`config.mk`:
```
export PLATFORM = sky130hd
export DESIGN_NAME = pipe_stage_reg
export DESIGN_NICKNAME = d
export VERILOG_FILES = /design/src/rtl/pipe_stage_reg.sv
export SDC_FILE = /design/constraint.sdc
export NUM_CORES = 1
export LEC_CHECK = 0
export BUFFER_PORTS_ARGS = -buffer_cell sky130_fd_sc_hd__buf_2
export CAP_MARGIN = 20
export CORE_MARGIN = 4
export CORE_UTILIZATION = 46
export CTS_CLUSTER_SIZE = 30
export DETAILED_ROUTE_END_ITERATION = 10
export GPL_TIMING_DRIVEN = 1
export PLACE_DENSITY = 0.71
export SYNTH_ARGS = -nofsm -noshare
export SYNTH_HDL_FRONTEND = slang
export SYNTH_SLANG_ARGS = --single-unit
```
`constraint.sdc`:
```
create_clock -name cpu_clk_50M -period 3.1 [get_ports cpu_clk_50M]
set_input_delay 0.155 -clock cpu_clk_50M [delete_from_list [all_inputs] [get_ports cpu_clk_50M]]
set_output_delay 0.155 -clock cpu_clk_50M [all_outputs]
set_load 0.01 [all_outputs]
```
`src/rtl/pipe_stage_reg.sv`:
```
// Generic pipeline-stage register: payload + PC under valid/ready, with stall,
// flush, optional 2-entry skid buffer and saturating bubble/drop counters.
module pipe_stage_reg #(
  parameter int DATA_W       = 107,
  parameter int PC_W         = 32,
  parameter int SKID         = 1,
  parameter int ZERO_INVALID = 1,
  parameter int CNT_W        = 16
) (
  input  logic              cpu_clk_50M,
  input  logic              cpu_rst_n,
  input  logic              up_valid,
  output logic              up_ready,
  input  logic [DATA_W-1:0] up_data,
  input  logic [PC_W-1:0]   up_pc,
  output logic              down_valid,
  input  logic              down_ready,
  output logic [DATA_W-1:0] down_data,
  output logic [PC_W-1:0]   down_pc,
  input  logic              stall,
  input  logic              flush,
  output logic [CNT_W-1:0]  bubble_cnt,
  output logic [CNT_W-1:0]  drop_cnt
);

  typedef enum logic [1:0] {
    ST_EMPTY = 2'd0,
    ST_ONE   = 2'd1,
    ST_TWO   = 2'd2
  } state_t;

  state_t             state_r;
  logic [DATA_W-1:0]  main_data_r;
  logic [DATA_W-1:0]  skid_data_r;
  logic [PC_W-1:0]    main_pc_r;
  logic [PC_W-1:0]    skid_pc_r;
  logic [CNT_W-1:0]   bubble_cnt_r;
  logic [CNT_W-1:0]   drop_cnt_r;

  logic               main_valid_s;
  logic               skid_valid_s;
  logic               cond_s;
  logic               up_ready_s;
  logic               down_valid_s;
  logic               up_fire_s;
  logic               down_fire_s;
  logic [DATA_W-1:0]  down_data_s;
  logic [PC_W-1:0]    down_pc_s;
  logic [1:0]         drop_amt_s;

  function automatic logic [CNT_W-1:0] sat_add(input logic [CNT_W-1:0] cnt,
                                               input logic [1:0] amt);
    logic [CNT_W:0] sum;
    sum = {1'b0, cnt} + {{(CNT_W-1){1'b0}}, amt};
    if (sum[CNT_W]) begin
      sat_add = {CNT_W{1'b1}};
    end else begin
      sat_add = sum[CNT_W-1:0];
    end
  endfunction

  // Handshake gating and output masking; up_ready is also forced low in reset.
  always_comb begin
    main_valid_s = (state_r != ST_EMPTY);
    skid_valid_s = (state_r == ST_TWO);
    if (SKID != 0) begin
      cond_s = ~skid_valid_s;
    end else begin
      cond_s = ~main_valid_s | down_ready;
    end
    up_ready_s   = cpu_rst_n & ~stall & ~flush & cond_s;
    down_valid_s = main_valid_s & ~stall & ~flush;
    up_fire_s    = up_valid & up_ready_s;
    down_fire_s  = down_valid_s & down_ready;
    drop_amt_s   = {skid_valid_s, main_valid_s & ~skid_valid_s};
    if ((ZERO_INVALID != 0) && !down_valid_s) begin
      down_data_s = '0;
      down_pc_s   = '0;
    end else begin
      down_data_s = main_data_r;
      down_pc_s   = main_pc_r;
    end
  end

  // Stage state machine, entry storage and performance counters.
  always_ff @(posedge cpu_clk_50M or negedge cpu_rst_n) begin
    if (!cpu_rst_n) begin
      state_r      <= ST_EMPTY;
      main_data_r  <= '0;
      main_pc_r    <= '0;
      skid_data_r  <= '0;
      skid_pc_r    <= '0;
      bubble_cnt_r <= '0;
      drop_cnt_r   <= '0;
    end else if (flush) begin
      state_r    <= ST_EMPTY;
      drop_cnt_r <= sat_add(drop_cnt_r, drop_amt_s);
      if (ZERO_INVALID != 0) begin
        main_data_r <= '0;
        main_pc_r   <= '0;
        skid_data_r <= '0;
        skid_pc_r   <= '0;
      end
    end else if (!stall) begin
      if (!main_valid_s) begin
        bubble_cnt_r <= sat_add(bubble_cnt_r, 2'd1);
      end
      case (state_r)
        ST_EMPTY: begin
          if (up_fire_s) begin
            state_r     <= ST_ONE;
            main_data_r <= up_data;
            main_pc_r   <= up_pc;
          end
        end
        ST_ONE: begin
          if (up_fire_s && down_fire_s) begin
            main_data_r <= up_data;
            main_pc_r   <= up_pc;
          end else if (up_fire_s && (SKID != 0)) begin
            state_r     <= ST_TWO;
            skid_data_r <= up_data;
            skid_pc_r   <= up_pc;
          end else if (!up_fire_s && down_fire_s) begin
            state_r <= ST_EMPTY;
          end
        end
        ST_TWO: begin
          // up_ready is low here, so only the drain path matters.
          if (down_fire_s) begin
            state_r     <= ST_ONE;
            main_data_r <= skid_data_r;
            main_pc_r   <= skid_pc_r;
          end
        end
        default: state_r <= ST_EMPTY;
      endcase
    end
  end

  assign up_ready   = up_ready_s;
  assign down_valid = down_valid_s;
  assign down_data  = down_data_s;
  assign down_pc    = down_pc_s;
  assign bubble_cnt = bubble_cnt_r;
  assign drop_cnt   = drop_cnt_r;

endmodule
```
==> metrics.txt, run 1 <==
run status=finished, final reports clean; Hold Slack=~0.079 ns; Main synth FF type=dfrtp_1; Synth Instances=1310; first-pass GRT wire length=between 70000 and 80000 microns; CP max stage cell=dfrtp_1; post-place setup slack=slightly above 0.8 ns; PnR worst setup slack=0.5842 ns; Skew-Pair Late Insertion Delay=0.52 ns; Comb pwr share=between 10% and 20%; crit end category=output port; Seq pwr share=approximately 45%; maximum clock path buffer count=3; RD Place Congestion=between 0.8 and 0.9; DR WL/cell=20.32 microns; most frequent cells in the layout=buf_2, dfrtp_1, and2_1, nor3_1, mux2i_1; final slew viol count=0; I/O Buffers=around 320; number of synthesized flops with an enable pin=0; Seq/Total Area, Yosys=a little over half; via count=between 10000 and 15000; Max-cap violations=0; Fmax=0.3975 GHz; first-iteration detailed-routing DRC count=a little over 1000; R2R Setup Slk=slightly below 0.8 ns; CP max stage delay=about 0.57 ns; H-tree depth=2; starting density of the core=a little under half; area grow syn2layout=30.64%; core area=~31000 sq um; post-synthesis register bit count=about 310; Die ar.=34750 sq um; dpl cells=~1900; HPWL after DPL=about 24000 microns; Post-Layout Cell Count=between 2000 and 2500; initial antenna violation count=5; relative slew slack=around 33%; GRT met2 Usage=a little under two fifths; unrepaired setup endpoints after global routing=false; DR pass1 iterations=5; Worst Path Max Fanout=57; Post-Syn Nets=~1500; post-route setup TNS=0 ns; layout cells sized above 1=23.52%; Switching Fraction=between 20% and 30%; Post-Syn Area=about 15000 sq um; Util after Layout=about three fifths; # rows=between 60 and 70; CP startpoint kind=flip-flop; CP required=2.94 ns; Internal Power=around 7.4 mW; pwr/cell area=between 500 and 600 nW/um^2; VDD IR max=360.8 uV; Slew @ Worst Pin=roughly 1.0 ns; GR Layer Usage met3=5.312%; asr flop ratio synth=100.0%; Post-route DRC=0; Total Routed Length=approximately 43000 microns; vias in the first global route=about 13000; Power Total=around 10 mW; clock buffer count from CTS=36; Distinct cells, synth=48; WP data arrival=around 2.4 ns; Via density=about 6; Finish-stage setup viols=0; Leak=around 10 nW; crit path kind=flip-flop to output port; clock network fraction of design power=between 40% and 50%; met1 Use GR=~34%; all-layer global routing usage=24.26%; I/O Pins=318; CTS tree=yes; Worst-path clk slew=0.06 ns; Final ANT Viol Nets=0; final hold violation count=0; Critical Path, Cell by Cell=nor2_1 > nor3_2 > buf_4 > and2_1 > buf_2; final worst-path cycle share=between 80% and 90%; total gr overflow=0; minimum clock period=2.516 ns; Most Crowded Layer GR=met2; clock root cell=clkbuf_16; Post-CTS Setup Bufs=0; die width=around 190 microns; nets=approximately 1800; largest net degree at the start of global routing=between 150 and 200; NetSw=between 2 and 3 mW; worst hold path type=input pin to flip-flop; commonest non-fill, non-tap cell in the layout=buf_2; clock skew=0.02209 ns; Ys Warns=0; Post-Syn Area per Cell=between 10 and 15 sq um; die height=between 150 and 200 microns; Post-Layout Inst Area=19130 sq um; Post-DP Area=16510 sq um; clock sink count=312
==> sequential cells by signal (all words and copies together), names as in the netlist <==
signal / count
main_pc_r: 32
drop_cnt: 16
skid_data_r: 107
main_data_r: 107
skid_pc_r: 32
state_r: 2
bubble_cnt: 16
==> layer usage <==
layer | vias to the layer above | share of wire [%]
met1 | 6232 | 43
met3 | 108 | 6.6
met4 | 0 | 3.8
met5 | - | 0
met2 | 458 | 47
li1 | 5641 | -
==> area by class of cell <==
type / instances / area (sq um)
clock inverter: 9 / 106.4
antenna: 5 / 12.51
multi-input combinational: 858 / 6294
clock buffer: 56 / 1099
tap: 402 / 503.0
inverter: 7 / 26.28
fill: 2537 / 12350
timing repair buffer: 476 / 3281
sequential: 312 / 7807
==> critical path: cells and delay by family, from the launching register on <==
family        cells  cell delay (ns)
simple gates      3             0.59
buf+inv           2             0.66
flops             1             0.57
==> cell usage after synthesis (2+ instances only) <==
library cell	count	area, sq um
clkbuf_1	92	345.3
a211oi_1	139	1044
or2_1	2	12.51
a22o_1	139	1217
and4_1	4	35.03
xnor2_1	4	35.03
maj3_1	2	20.02
dfrtp_1	312	7807
nand2b_1	3	18.77
o21a_1	3	22.52
nor3_1	142	710.7
o21ai_0	13	65.06
nor4_1	6	37.54
ha_1	3	37.54
or3_1	4	25.02
buf_2	32	160.2
xor2_1	3	26.28
buf_6	2	22.52
mux2_2	3	33.78
mux2i_1	141	1411
and2_1	142	888.4
nand3_1	18	90.09
o41ai_1	2	17.52
inv_1	7	26.28
o211ai_1	3	22.52
nand4_1	8	50.05
a21oi_1	9	45.04
nor4b_1	2	17.52
buf_1	6	22.52
nor2b_1	5	31.28
nand2_1	19	71.32
a31oi_1	4	25.02
or4_1	3	22.52
o31ai_1	3	22.52
and3_1	7	43.79
nor2_1	11	41.29
==> what timing repair did <==
item,in CTS,in global routing
endpoints found under the hold margin,537,0
resized for setup,0,0
hold buffers,140,0
==> final timing paths <==
check	from	depth (start not counted)	end
min reg2reg	skid_data_r[79]	1	skid_data_r[79]
max reg2reg	state_r[0]	5	skid_data_r[93]
max	state_r[0]	5	down_data[7]
min	down_ready	4	state_r[1]
min in group asynchronous	cpu_rst_n	3	state_r[0]
max in group asynchronous	cpu_rst_n	3	skid_data_r[73]
==> cells by family after synthesis <==
group / after synthesis / synth area share, %
XOR/XNOR: 7 / 0.4187
adder cells (fa/ha/maj): 5 / 0.3931
multiplexers: 144 / 9.870
AND/OR/NAND/NOR: 382 / 14.73
buffers and inverters: 140 / 3.991
AO/OA/AOI/OAI: 320 / 17.27
flip-flops: 312 / 53.32
==> power by group through the flow <==
| stage | clock network, mW | registers, mW | logic [mW] |
|---|---|---|---|
| 4_1_cts | 4.37 | 4.43 | 1.18 |
| 5_1_grt | 4.55 | 4.47 | 1.30 |
| 6_report | 4.29 | 4.44 | 1.17 |
| 2_1_floorplan | 0 | 4.50 | 0.558 |
| 3_3_place_gp | 0 | 4.50 | 1.00 |
| 3_5_place_dp | 0 | 4.51 | 1.03 |
No activity file was read; power rests on OpenSTA's default activity.
==> inputs of run 2 (changes only) <==
Clock period 3.1 ns to 2.6 ns, I/O delays scaled along.
==> run 2 against run 1 <==
Effect of this change: final area hardly changed; sequential power is 19% higher; sequential share of layout area hardly changed; via count hardly changed; critical path depth stayed put; critical path type unchanged; largest power group unchanged.
==> metrics.txt, run 2 (synthesis results as in run 1) <==
R2R Setup Slk=roughly 0.32 ns; Hold Slack=between 0.04 and 0.05 ns; final hold violation count=0; via count=12449; vias in the first global route=approximately 13000; clock skew=between 0.01 and 0.015 ns; DR WL/cell=around 20 microns; first-pass GRT wire length=just under 70000 microns; total gr overflow=0; WP depth=5; CTS tree=yes; Power Total=roughly 12 mW; first-iteration detailed-routing DRC count=997; Post-CTS Setup Bufs=0; Hold Path Stages=4; post-place setup slack=about 0.35 ns; initial antenna violation count=5; hold_buf cts=between 100 and 150; Max-cap violations=0; die width=about 190 microns; Via density=just under 6; Critical Path, Cell by Cell=nor2_1 > nor3_2 > buf_12 > and2_1 > buf_2; CP Buf/Inv Count=2; nets=around 1800; CP startpoint kind=flip-flop; Finish-stage setup viols=0; post-cts sizing count=0; CP max stage delay=slightly below 0.6 ns; hold path endpoint=state_r[1]; hold_sp=down_ready; clock sink count=312; clock root cell=clkbuf_16; Post-DP Area=approximately 17000 sq um; layout cells sized above 1=between 20% and 30%; PnR worst setup slack=0.1942 ns; Skew-Pair Late Insertion Delay=0.51 ns; r2r endpoint=skid_data_r[6]; Worst-path clk slew=about 0.06 ns; Slew @ Worst Pin=1.021 ns; Leak=between 10 and 15 nW; I/O Pins=~320; unrepaired setup endpoints after global routing=false; VDD IR max=between 400 and 500 uV; Total Routed Length=roughly 43000 microns; Post-route DRC=0; R2R Path Start=state_r[0]; Post-Layout Cell Count=between 2000 and 2500; crit end category=output port; Worst Path Max Fanout=82; Final ANT Viol Nets=0; run status=finished, final reports clean; most frequent cells in the layout=buf_2, dfrtp_1, and2_1; Register-to-Register Path Depth=5; die height=between 150 and 200 microns; final slew viol count=0; maximum clock path buffer count=3; Fmax=a little over 0.4 GHz; commonest non-fill, non-tap cell in the layout=buf_2; final worst-path cycle share=between 90% and 100%; all-layer global routing usage=between 20% and 30%; dpl cells=~1900; post-route setup TNS=0 ns; relative slew slack=31.91%; WP data arrival=2.28 ns; HPWL after DPL=about 25000 microns; # rows=65; crit path kind=flip-flop to output port; Die ar.=between 30000 and 40000 sq um; area grow syn2layout=30.69%; H-tree depth=2; Post-Layout Inst Area=between 15000 and 20000 sq um; pwr/cell area=just over 600 nW/um^2; cell family with most CP delay=simple AND/OR/NAND/NOR gates; DR pass1 iterations=5; core area=31470 sq um; Util after Layout=around 61%; CP max stage cell=dfrtp_1; minimum clock period=roughly 2.4 ns; largest net degree at the start of global routing=roughly 160; worst hold path type=input pin to flip-flop; CP required=~2.5 ns; Filler cells=2517; clock buffer count from CTS=35; I/O Buffers=between 300 and 400; Regs by FF count=main_data_r: 107 flops, skid_data_r: 107 flops; RD Place Congestion=roughly 0.85; starting density of the core=a little under half
[run 2: cell type report]
cell class	count	area, sq um	share of cell area [%]
Sequential cell	312	7807	40.80
Multi-Input combinational cell	858	6294	32.89
Timing Repair Buffer	479	3356	17.54
Clock buffer	51	1028	5.375
Tap cell	402	503.0	2.629
Clock inverter	11	107.6	0.5623
Inverter	7	26.28	0.1373
Antenna cell	5	12.51	0.06539
[run 2: where the power goes]
part | switching, mW | internal, mW | total (mW)
registers | 0.200 | 5.10 | 5.30
logic | 0.781 | 0.619 | 1.40
clock network | 1.97 | 2.94 | 4.91
[run 2: layer usage]
metal / vias to the layer above / track usage [%] / wire, microns
met5: - / 0 / 0
met4: 0 / 8.532 / 1476
met3: 100 / 4.695 / 2822
met2: 518 / 37.70 / 20260
met1: 6190 / 32.74 / 18070
li1: 5641 / - / -
[run 2: how the worst max path moves through the flow]
stage,from,end,slack (ns)
2_1_floorplan,state_r[0],drop_cnt[10],0.39
3_3_place_gp,state_r[0],skid_data_r[64],0.42
3_5_place_dp,state_r[1],skid_data_r[34],0.35
4_1_cts,state_r[0],down_pc[18],0.19
5_1_grt,state_r[0],down_data[63],0.07
6_report,state_r[0],down_data[98],0.19
[run 2: tightest hold or removal path, stage by stage]
cell and delay [ns]:
buf_2 0.10, nor2_1 0.04, o21ai_0 0.14, a21oi_1 0.09
==> inputs of run 3 (changes only) <==
Clock period 2.6 ns to 2.75 ns, I/O delays scaled along.
==> run 3 against run 2 <==
Effect of this change: combinational power fell by 5%; total power decreased by 3.9%; worst setup slack better by 0.17 ns; critical endpoint is now down_data[77]; clock power down 2%; sequential cell count stayed put; register-to-register slack better by 0.19 ns; non-clock buffer count grew 1; utilization is 0.25 points higher; routed wire length is 0.30% higher; die area unchanged; largest cell class unchanged; final cell count about the same.
==> metrics.txt, run 3 (synthesis results as in run 1) <==
run status=finished, final reports clean; I/O Pins=~320; initial antenna violation count=4; minimum clock period=2.381 ns; all-layer global routing usage=between 20% and 30%; maximum clock path buffer count=3; clock root cell=clkbuf_16; CP required=2.61 ns; core area=~31000 sq um; Finish-stage setup viols=0; first-iteration detailed-routing DRC count=slightly above 1000; RD Place Congestion=~0.85; Post-Layout Inst Area=a little under 20000 sq um; crit end category=output port; largest net degree at the start of global routing=170; relative slew slack=26.77%; Slew @ Worst Pin=~1.1 ns; WP data arrival=2.24 ns; clock network fraction of design power=a little over two fifths; H-tree depth=2; Skew-Pair Late Insertion Delay=around 0.51 ns; Switching Fraction=between 20 and 25%; clock sink count=between 300 and 400; die height=186.4 microns; dpl cells=~1900; vias in the first global route=approximately 13000; Fmax=roughly 0.42 GHz; nets=around 1800; Worst Path Max Fanout=82; Via density=a little under 6; Post-route DRC=0; clock skew=between 0.015 and 0.02 ns; final slew viol count=0; Die ar.=approximately 35000 sq um; layout cells sized above 1=between 20% and 30%; worst hold path type=input pin to flip-flop; CP startpoint kind=flip-flop; Critical Path, Cell by Cell=nor2_1 > nor3_2 > buf_12 > and2_1 > buf_2; clock buffer count from CTS=35; NetSw=about 2.8 mW; Post-DP Area=about 17000 sq um; CP max stage delay=approximately 0.58 ns; Worst-path clk slew=0.06 ns; Hold Slack=about 0.070 ns; post-route setup TNS=0 ns; # rows=65; I/O Buffers=317; VDD IR max=roughly 360 uV; Internal Power=around 8.4 mW; starting density of the core=46.52%; crit path kind=flip-flop to output port; post-cts sizing count=0; final worst-path cycle share=between 80% and 90%; area grow syn2layout=31.23%; DR pass1 iterations=5; via count=approximately 12000; Post-Layout Cell Count=around 2100; Filler cells=~2500; CP max stage cell=dfrtp_1; unrepaired setup endpoints after global routing=false; post-place setup slack=roughly 0.5 ns; Final ANT Viol Nets=0; pwr/cell area=~580 nW/um^2; DR WL/cell=20.10 microns; die width=approximately 190 microns; Total Routed Length=42760 microns; total gr overflow=0; final hold violation count=0; Regs by FF count=main_data_r: 107 flops, skid_data_r: 107 flops; first-pass GRT wire length=about 70000 microns; HPWL after DPL=24270 microns; PnR worst setup slack=0.3691 ns; CTS tree=yes; Leak=between 10 and 15 nW; commonest non-fill, non-tap cell in the layout=buf_2; Seq pwr share=44.8%; Max-cap violations=0; most frequent cells in the layout=buf_2, dfrtp_1, and2_1; Comb pwr share=between 10% and 20%
-- run 3: area by class of cell --
cell class	instances	area, sq um	share of cell area [%]
clock inverters	9	120.1	0.6251
repair buffers	480	3363	17.50
clock buffers	53	1086	5.652
diodes	6	15.01	0.07814
well taps	402	503.0	2.618
multi-input cells	858	6294	32.75
flip-flops and latches	312	7807	40.63
inverters	7	26.28	0.1367
-- run 3: power groups by stage --
stage                     Clock (mW)  Combinational (mW)  Sequential, mW
final                           4.83                1.33            5.01
after global placement             0                1.14            5.07
after global routing            5.13                1.47            5.04
after CTS                       4.94                1.33            5.00
after detailed placement           0                1.16            5.08
after floorplan                    0               0.629            5.07
-- run 3: repair_timing --
item	in CTS	in global routing
hold buffers	141	0
hold endpoints to repair	562	0
buffers inserted	0	0
-- run 3: path summary, 6_finish.rpt --
path                       cells past startpoint               to             from  slack [ns]
max                                            5    down_data[77]       state_r[0]        0.37
min                                            4       state_r[1]       down_ready        0.07
max reg2reg                                    5  skid_data_r[54]       state_r[0]        0.51
min reg2reg                                    1  skid_data_r[79]  skid_data_r[79]        0.50
max in group asynchronous                      3  skid_data_r[56]        cpu_rst_n        1.58
min in group asynchronous                      3    bubble_cnt[0]        cpu_rst_n        0.36
-- run 3: metrics by stage --
stage / utilization, % / power (mW)
2_1_floorplan: - / 5.699
3_3_place_gp: 52.69 / 6.208
3_5_place_dp: 52.69 / 6.243
4_1_cts: 61.00 / 11.27
5_1_grt: 61.03 / 11.63
6_report: 61.05 / 11.16
-- run 3: routing by layer --
metal / vias to the layer above / track usage [%] / share of wire [%]
met1: 6223 / 33.95 / 44
met4: 0 / 8.191 / 3.1
met5: - / 0 / 0
met3: 89 / 3.909 / 5.9
li1: 5669 / - / -
met2: 494 / 38.30 / 47
-- run 3: worst max-delay path: cells and delay by family (launching register included) --
family / cells / cell delay (ns)
flops: 1 / 0.58
buf+inv: 2 / 0.46
simple gates: 3 / 0.64
